`src/rtl/ad7266_frame_packer_if.sv`:
```
// rtl/ad7266_frame_packer_if.sv - ADC capture and word write-port bundle for the AD7266 frame packer
// slave is the packer side; master is the driving/observing side.
interface ad7266_frame_packer_if;
  logic        enable;
  logic        ad_done;
  logic [11:0] dataa;
  logic [11:0] datab;
  logic [2:0]  a_sel;
  logic        wr_full;
  logic        wr_en;
  logic [15:0] wr_data;
  logic        busy;
  logic [7:0]  ovf_cnt;

  modport slave (
    input  enable, ad_done, dataa, datab, wr_full,
    output a_sel, wr_en, wr_data, busy, ovf_cnt
  );

  modport master (
    output enable, ad_done, dataa, datab, wr_full,
    input  a_sel, wr_en, wr_data, busy, ovf_cnt
  );
endinterface

```
`src/rtl/ad7266_frame_packer.sv`:
```
// rtl/ad7266_frame_packer.sv - AD7266 channel sequencer and sweep framer (header, A/B words, checksum)
// Optional macro CHK_EN adds the per-sweep XOR checksum word after the last channel.
module ad7266_frame_packer #(
  parameter int unsigned NUM_CH   = 8,
  parameter logic [15:0] HDR_WORD = 16'hA55A
) (
  input logic                  SCLK,
  input logic                  rst_n,
  ad7266_frame_packer_if.slave bus
);

  localparam logic [2:0] LAST_CH = 3'(NUM_CH - 1);

  typedef enum logic [2:0] {
    IDLE = 3'd0,
    HDR  = 3'd1,
    WA   = 3'd2,
    WB   = 3'd3
`ifdef CHK_EN
    ,
    CHK  = 3'd4
`endif
  } state_t;

  state_t      r_state;
  state_t      w_state_next;
  logic [15:0] r_wr_data;
  logic [15:0] w_wr_data_next;
  logic [2:0]  r_a_sel;
  logic [2:0]  w_a_sel_inc;
  logic [2:0]  r_cap_ch;
  logic [11:0] r_dataa;
  logic [11:0] r_datab;
  logic [7:0]  r_ovf_cnt;
  logic        w_busy;
  logic        w_accept;
  logic        w_drop;
`ifdef CHK_EN
  logic        w_advance;
  logic        r_abort;
  logic [15:0] r_chk;
`endif

  assign w_busy      = (r_state != IDLE);
  assign w_accept    = bus.ad_done && bus.enable && !w_busy;
  assign w_drop      = bus.ad_done && bus.enable && w_busy;
  assign w_a_sel_inc = (r_a_sel == LAST_CH) ? 3'd0 : r_a_sel + 3'd1;
`ifdef CHK_EN
  assign w_advance   = w_busy && !bus.wr_full;
`endif

  assign bus.wr_en   = w_busy && !bus.wr_full;
  assign bus.wr_data = r_wr_data;
  assign bus.a_sel   = r_a_sel;
  assign bus.busy    = w_busy;
  assign bus.ovf_cnt = r_ovf_cnt;

  // Next word is loaded on the edge that leaves the current state, so wr_data holds while stalled.
  always_comb begin
    w_state_next   = r_state;
    w_wr_data_next = r_wr_data;
    case (r_state)
      IDLE: begin
        if (w_accept) begin
          if (r_a_sel == 3'd0) begin
            w_state_next   = HDR;
            w_wr_data_next = HDR_WORD;
          end else begin
            w_state_next   = WA;
            w_wr_data_next = {1'b0, r_a_sel, bus.dataa};
          end
        end
      end
      HDR: begin
        if (!bus.wr_full) begin
          w_state_next   = WA;
          w_wr_data_next = {1'b0, r_cap_ch, r_dataa};
        end
      end
      WA: begin
        if (!bus.wr_full) begin
          w_state_next   = WB;
          w_wr_data_next = {1'b1, r_cap_ch, r_datab};
        end
      end
      WB: begin
        if (!bus.wr_full) begin
          w_state_next = IDLE;
`ifdef CHK_EN
          if (r_cap_ch == LAST_CH && !r_abort && bus.enable) begin
            w_state_next   = CHK;
            w_wr_data_next = r_chk ^ r_wr_data;
          end
`endif
        end
      end
`ifdef CHK_EN
      CHK: begin
        if (!bus.wr_full) begin
          w_state_next = IDLE;
        end
      end
`endif
      default: begin
        w_state_next = IDLE;
      end
    endcase
  end

  always_ff @(posedge SCLK or negedge rst_n) begin
    if (!rst_n) begin
      r_state   <= IDLE;
      r_wr_data <= '0;
    end else begin
      r_state   <= w_state_next;
      r_wr_data <= w_wr_data_next;
    end
  end

  // Dropped conversions still step the address so the sweep stays aligned with the ADC.
  always_ff @(posedge SCLK or negedge rst_n) begin
    if (!rst_n) begin
      r_a_sel   <= '0;
      r_cap_ch  <= '0;
      r_dataa   <= '0;
      r_datab   <= '0;
      r_ovf_cnt <= '0;
    end else begin
      if (!bus.enable) begin
        r_a_sel <= 3'd0;
      end else if (bus.ad_done) begin
        r_a_sel <= w_a_sel_inc;
      end
      if (w_accept) begin
        r_cap_ch <= r_a_sel;
        r_dataa  <= bus.dataa;
        r_datab  <= bus.datab;
      end
      if (w_drop && r_ovf_cnt != 8'hFF) begin
        r_ovf_cnt <= r_ovf_cnt + 8'd1;
      end
    end
  end

`ifdef CHK_EN
  // r_abort remembers an enable drop during the conversion so its checksum is suppressed.
  always_ff @(posedge SCLK or negedge rst_n) begin
    if (!rst_n) begin
      r_abort <= 1'b0;
      r_chk   <= '0;
    end else begin
      if (w_accept) begin
        r_abort <= 1'b0;
      end else if (!bus.enable && w_busy) begin
        r_abort <= 1'b1;
      end
      if (w_advance) begin
        if (r_state == HDR) begin
          r_chk <= '0;
        end else if (r_state == WA || r_state == WB) begin
          r_chk <= r_chk ^ r_wr_data;
        end
      end
    end
  end
`endif

endmodule

```
`src/flat_wrapper.sv`:
```
// flat-port wrapper written by rule: the top's interface ports become plain ports
module ad7266_frame_packer_flat 
#(
  parameter int unsigned NUM_CH   = 8,
  parameter logic [15:0] HDR_WORD = 16'hA55A
)
  (SCLK, rst_n, bus_enable, bus_ad_done, bus_dataa, bus_datab, bus_wr_full, bus_a_sel, bus_wr_en, bus_wr_data, bus_busy, bus_ovf_cnt);
  ad7266_frame_packer_if bus_i ();
  input logic SCLK;
  input logic rst_n;
  input wire logic [$bits(bus_i.enable)-1:0] bus_enable;
  input wire logic [$bits(bus_i.ad_done)-1:0] bus_ad_done;
  input wire logic [$bits(bus_i.dataa)-1:0] bus_dataa;
  input wire logic [$bits(bus_i.datab)-1:0] bus_datab;
  input wire logic [$bits(bus_i.wr_full)-1:0] bus_wr_full;
  output wire logic [$bits(bus_i.a_sel)-1:0] bus_a_sel;
  output wire logic [$bits(bus_i.wr_en)-1:0] bus_wr_en;
  output wire logic [$bits(bus_i.wr_data)-1:0] bus_wr_data;
  output wire logic [$bits(bus_i.busy)-1:0] bus_busy;
  output wire logic [$bits(bus_i.ovf_cnt)-1:0] bus_ovf_cnt;
  assign bus_i.enable = bus_enable;
  assign bus_i.ad_done = bus_ad_done;
  assign bus_i.dataa = bus_dataa;
  assign bus_i.datab = bus_datab;
  assign bus_i.wr_full = bus_wr_full;
  assign bus_a_sel = bus_i.a_sel;
  assign bus_wr_en = bus_i.wr_en;
  assign bus_wr_data = bus_i.wr_data;
  assign bus_busy = bus_i.busy;
  assign bus_ovf_cnt = bus_i.ovf_cnt;
  ad7266_frame_packer #(.NUM_CH(NUM_CH), .HDR_WORD(HDR_WORD)) u_core (.SCLK(SCLK), .rst_n(rst_n), .bus(bus_i));
endmodule
```
`config.mk`:
```
export PLATFORM = sky130hd
export DESIGN_NAME = ad7266_frame_packer_flat
export DESIGN_NICKNAME = d
export VERILOG_FILES = /design/src/rtl/ad7266_frame_packer_if.sv /design/src/rtl/ad7266_frame_packer.sv /design/src/flat_wrapper.sv
export SDC_FILE = /design/constraint.sdc
export NUM_CORES = 1
export LEC_CHECK = 0
export CAP_MARGIN = 20
export CORE_UTILIZATION = 40
export DETAILED_ROUTE_END_ITERATION = 7
export PLACE_DENSITY_LB_ADDON = 0.12
export SLEW_MARGIN = 10
export SYNTH_ARGS = -nofsm -noshare
export SYNTH_HDL_FRONTEND = slang
export SYNTH_SLANG_ARGS = --single-unit
```
`constraint.sdc`:
```
create_clock -name SCLK -period 5 [get_ports SCLK]
set_input_delay 0.75 -clock SCLK [delete_from_list [all_inputs] [get_ports SCLK]]
set_output_delay 0.75 -clock SCLK [all_outputs]
set_load 0.02 [all_outputs]
```
==> results.cfg <==
[clock_tree]
clock-root-buffer = clkbuf_8
cts_resized = 0
numCtsBuffers = 5
clk_pin_slew_ns = 0.10
tritoncts = done
cts_sinks = 56
htreeDepth = 2
cts_buffer_depth = 2
cts_setup_buffers = 0
hold_buffers = 0
worstSkewPairLatency_ns = 0.31

[yosys]
yosys_warnings = 0
syn_avg_cell_area_um2 = 11.2
ys_types = 35
syn_area_um2 = 2610
synth-seq-cells = 56
syn_inst = 234
synth-edff-count = 0
synth_fp_nets = 272
yosysSeqAreaShare_pct = 53.7
synth_flop_cell = dfrtp_1
async_flop_share_pct = 100

[setup_path]
critPathKind = primary input to output pin
crit_required_ns = 4.25
cp-start-kind = primary input
cp-end-kind = output pin
cpMaxStageDelayCell = clkdlybuf4s50_1
cpPeakStageDelay_ns = 0.61
cp.arrival_ns = 1.91
crit_path_max_fanout = 4
crit_chain = clkdlybuf4s50_1 -> nor2_1 -> clkdlybuf4s50_1
path_common_cell = clkdlybuf4s50_1

[drt]
firstDrtPassIters = 4
drc_errors = 0
drt-met1-wl_um = 2810
viasPerCell = 5.13
ant_nets = 0
wl_um = 5330
drt_iter0_drc = 80
wl_met2_um = 2280
wl_met3_um = 199
num_vias = 1878
routed.top_layer = met4
wl_per_cell_um = 14.6

[sta]
hold_viol = 0
fmax_mhz = 376
slew_headroom_pct = 40.4
rsz0062_at_grt = no
period_minus_slack_ns = 2.66
finalCritPeriodShare_pct = 53.2
finalSetupTns_ns = 0
tightest_slew_ns = 0.893
skew_ns = 0.0114
setup_violations = 0
fin_ws_ns = 2.34
drv_slew = 0

[floorplanning]
core_um2 = 6310
die_height_um = 82.8
rows = 29
die_w_um = 82.8
ios = 58
die_area_um2 = 6850
initial_core_util_pct = 41.3

[finish]
regArea_um2 = 1400
layout-drive-gt1-share_pct = 13.1
antenna_cells = 0
multi_input_area_um2 = 1130
syn_to_final_growth_pct = 27.2
finish.utilization_pct = 52.6
final_area_um2 = 3320
nFillCells = 594
nets = 326

[run]
maxCapViolations = 0

[power_and_ir_drop]
peakVddDrop_mv = 0.332
power_density_nw_per_um2 = 596
p_leak_uw = 0.00141
p_total_uw = 1980

[place]
pre_cts_slack_ns = 2.31
gp_congestion = 0.747
dp_hpwl_um = 3700
dpl-instance-area_um2 = 3230
io_buffer_count = 57

[outcome]
outcome = finished clean

[global_routing]
grt_max_degree = 57
grt_usage_pct = 16.9
grt_overflow = 0
antenna_found_initial = 0
grt_pass1_vias = 1755
grt_pass1_wl_um = 8630

[worst_hold_path]
hp-class = flop to flop
==> per-layer routing <==
metal  GRT usage, %  vias up
li1               -      945
met1           25.7      888
met2           24.3       40
met3           3.28        5
met4           4.66        0
met5              0        -
==> flip-flops by register name, indices dropped and copies added, names as in the netlist <==
name,flops
u_core.bus.ovf_cnt,8
u_core.r_state,2
u_core.r_dataa,12
u_core.bus.a_sel,3
u_core.r_datab,12
u_core.r_cap_ch,3
u_core.bus.wr_data,16
==> path summary, 6_finish.rpt <==
path	startpoint	to	slack [ns]	depth (start not counted)
max	bus_wr_full	bus_wr_en	2.34	3
min	u_core.bus.wr_data[7]	u_core.bus.wr_data[7]	0.49	2
max reg2reg	u_core.r_state[1]	u_core.bus.wr_data[6]	2.59	5
min reg2reg	u_core.bus.wr_data[7]	u_core.bus.wr_data[7]	0.49	2
max in group asynchronous	rst_n	u_core.r_dataa[9]	3.96	2
min in group asynchronous	rst_n	u_core.bus.wr_data[8]	0.55	2
==> logic make-up after synthesis <==
| logic type | Yosys count | share of synthesized area, % |
|---|---|---|
| compound gates | 61 | 15.3 |
| simple gates | 59 | 10.4 |
| flops | 56 | 53.7 |
| mux | 30 | 12.8 |
| buf+inv | 17 | 2.83 |
| fa+ha+maj | 9 | 4.31 |
| xor+xnor | 2 | 0.671 |
==> synth_stat cells (all sizes together) (2+ instances only) <==
master  number  area, um^2
mux2i        4        40.0
a21boi       2        15.0
nor2b        5        31.3
nand2       29         109
o21a         2        15.0
mux2        26         293
a31oi        3        18.8
clkbuf       5        18.8
nand3        5        25.0
and2         2        12.5
inv          5        18.8
a221o        2        20.0
a22oi       13        97.6
or2          2        12.5
nor2         8        30.0
nor3         3        15.0
a21oi        4        20.0
nand3b       2        15.0
dfrtp       56        1400
a22o         6        52.6
buf          7        36.3
o21ai       25         125
ha           9         113
==> metrics by stage <==
step | std cells | hold slack (ns)
floorplan | 234 | 0.451
global placement | 358 | 0.464
finish | 366 | 0.486
detailed placement | 358 | 0.472
global route | 366 | 0.519
CTS | 366 | 0.497
==> critical path: cells and delay by family <==
family                 cells  cell delay (ns)
buffers and inverters      2             1.06
and+or+nand+nor            1             0.11
==> area by class of cell <==
class | instances | area share (%)
clock buffer | 6 | 2.19
clock inverter | 2 | 0.490
inverter | 5 | 0.565
multi-input combinational | 161 | 34.2
sequential | 56 | 42.2
tap | 77 | 2.90
timing repair buffer | 59 | 17.5
==> layout by cell type, fill, tap and decap left out, types with 3 or more instances in the layout <==
master,n
clkdlybuf4s50_1,56
nor2b_1,5
ha_1,9
a21oi_1,4
nor3_1,3
dfrtp_1,56
nand2_1,29
a31oi_1,3
a22oi_1,13
clkbuf_8,5
a22o_1,6
mux2_2,26
mux2i_1,4
nor2_1,8
o21ai_0,25
nand3_1,5
inv_1,5
==> power by group <==
| group | total [uW] | switching [uW] | leakage [uW] | internal (uW) |
|---|---|---|---|---|
| registers | 780 | 132 | 0.000692 | 648 |
| logic | 950 | 501 | 0.000675 | 449 |
| clock network | 251 | 151 | 0.0000414 | 100 |
| total | 1980 | 784 | 0.00141 | 1200 |
Power figures use the tool's default switching activity.
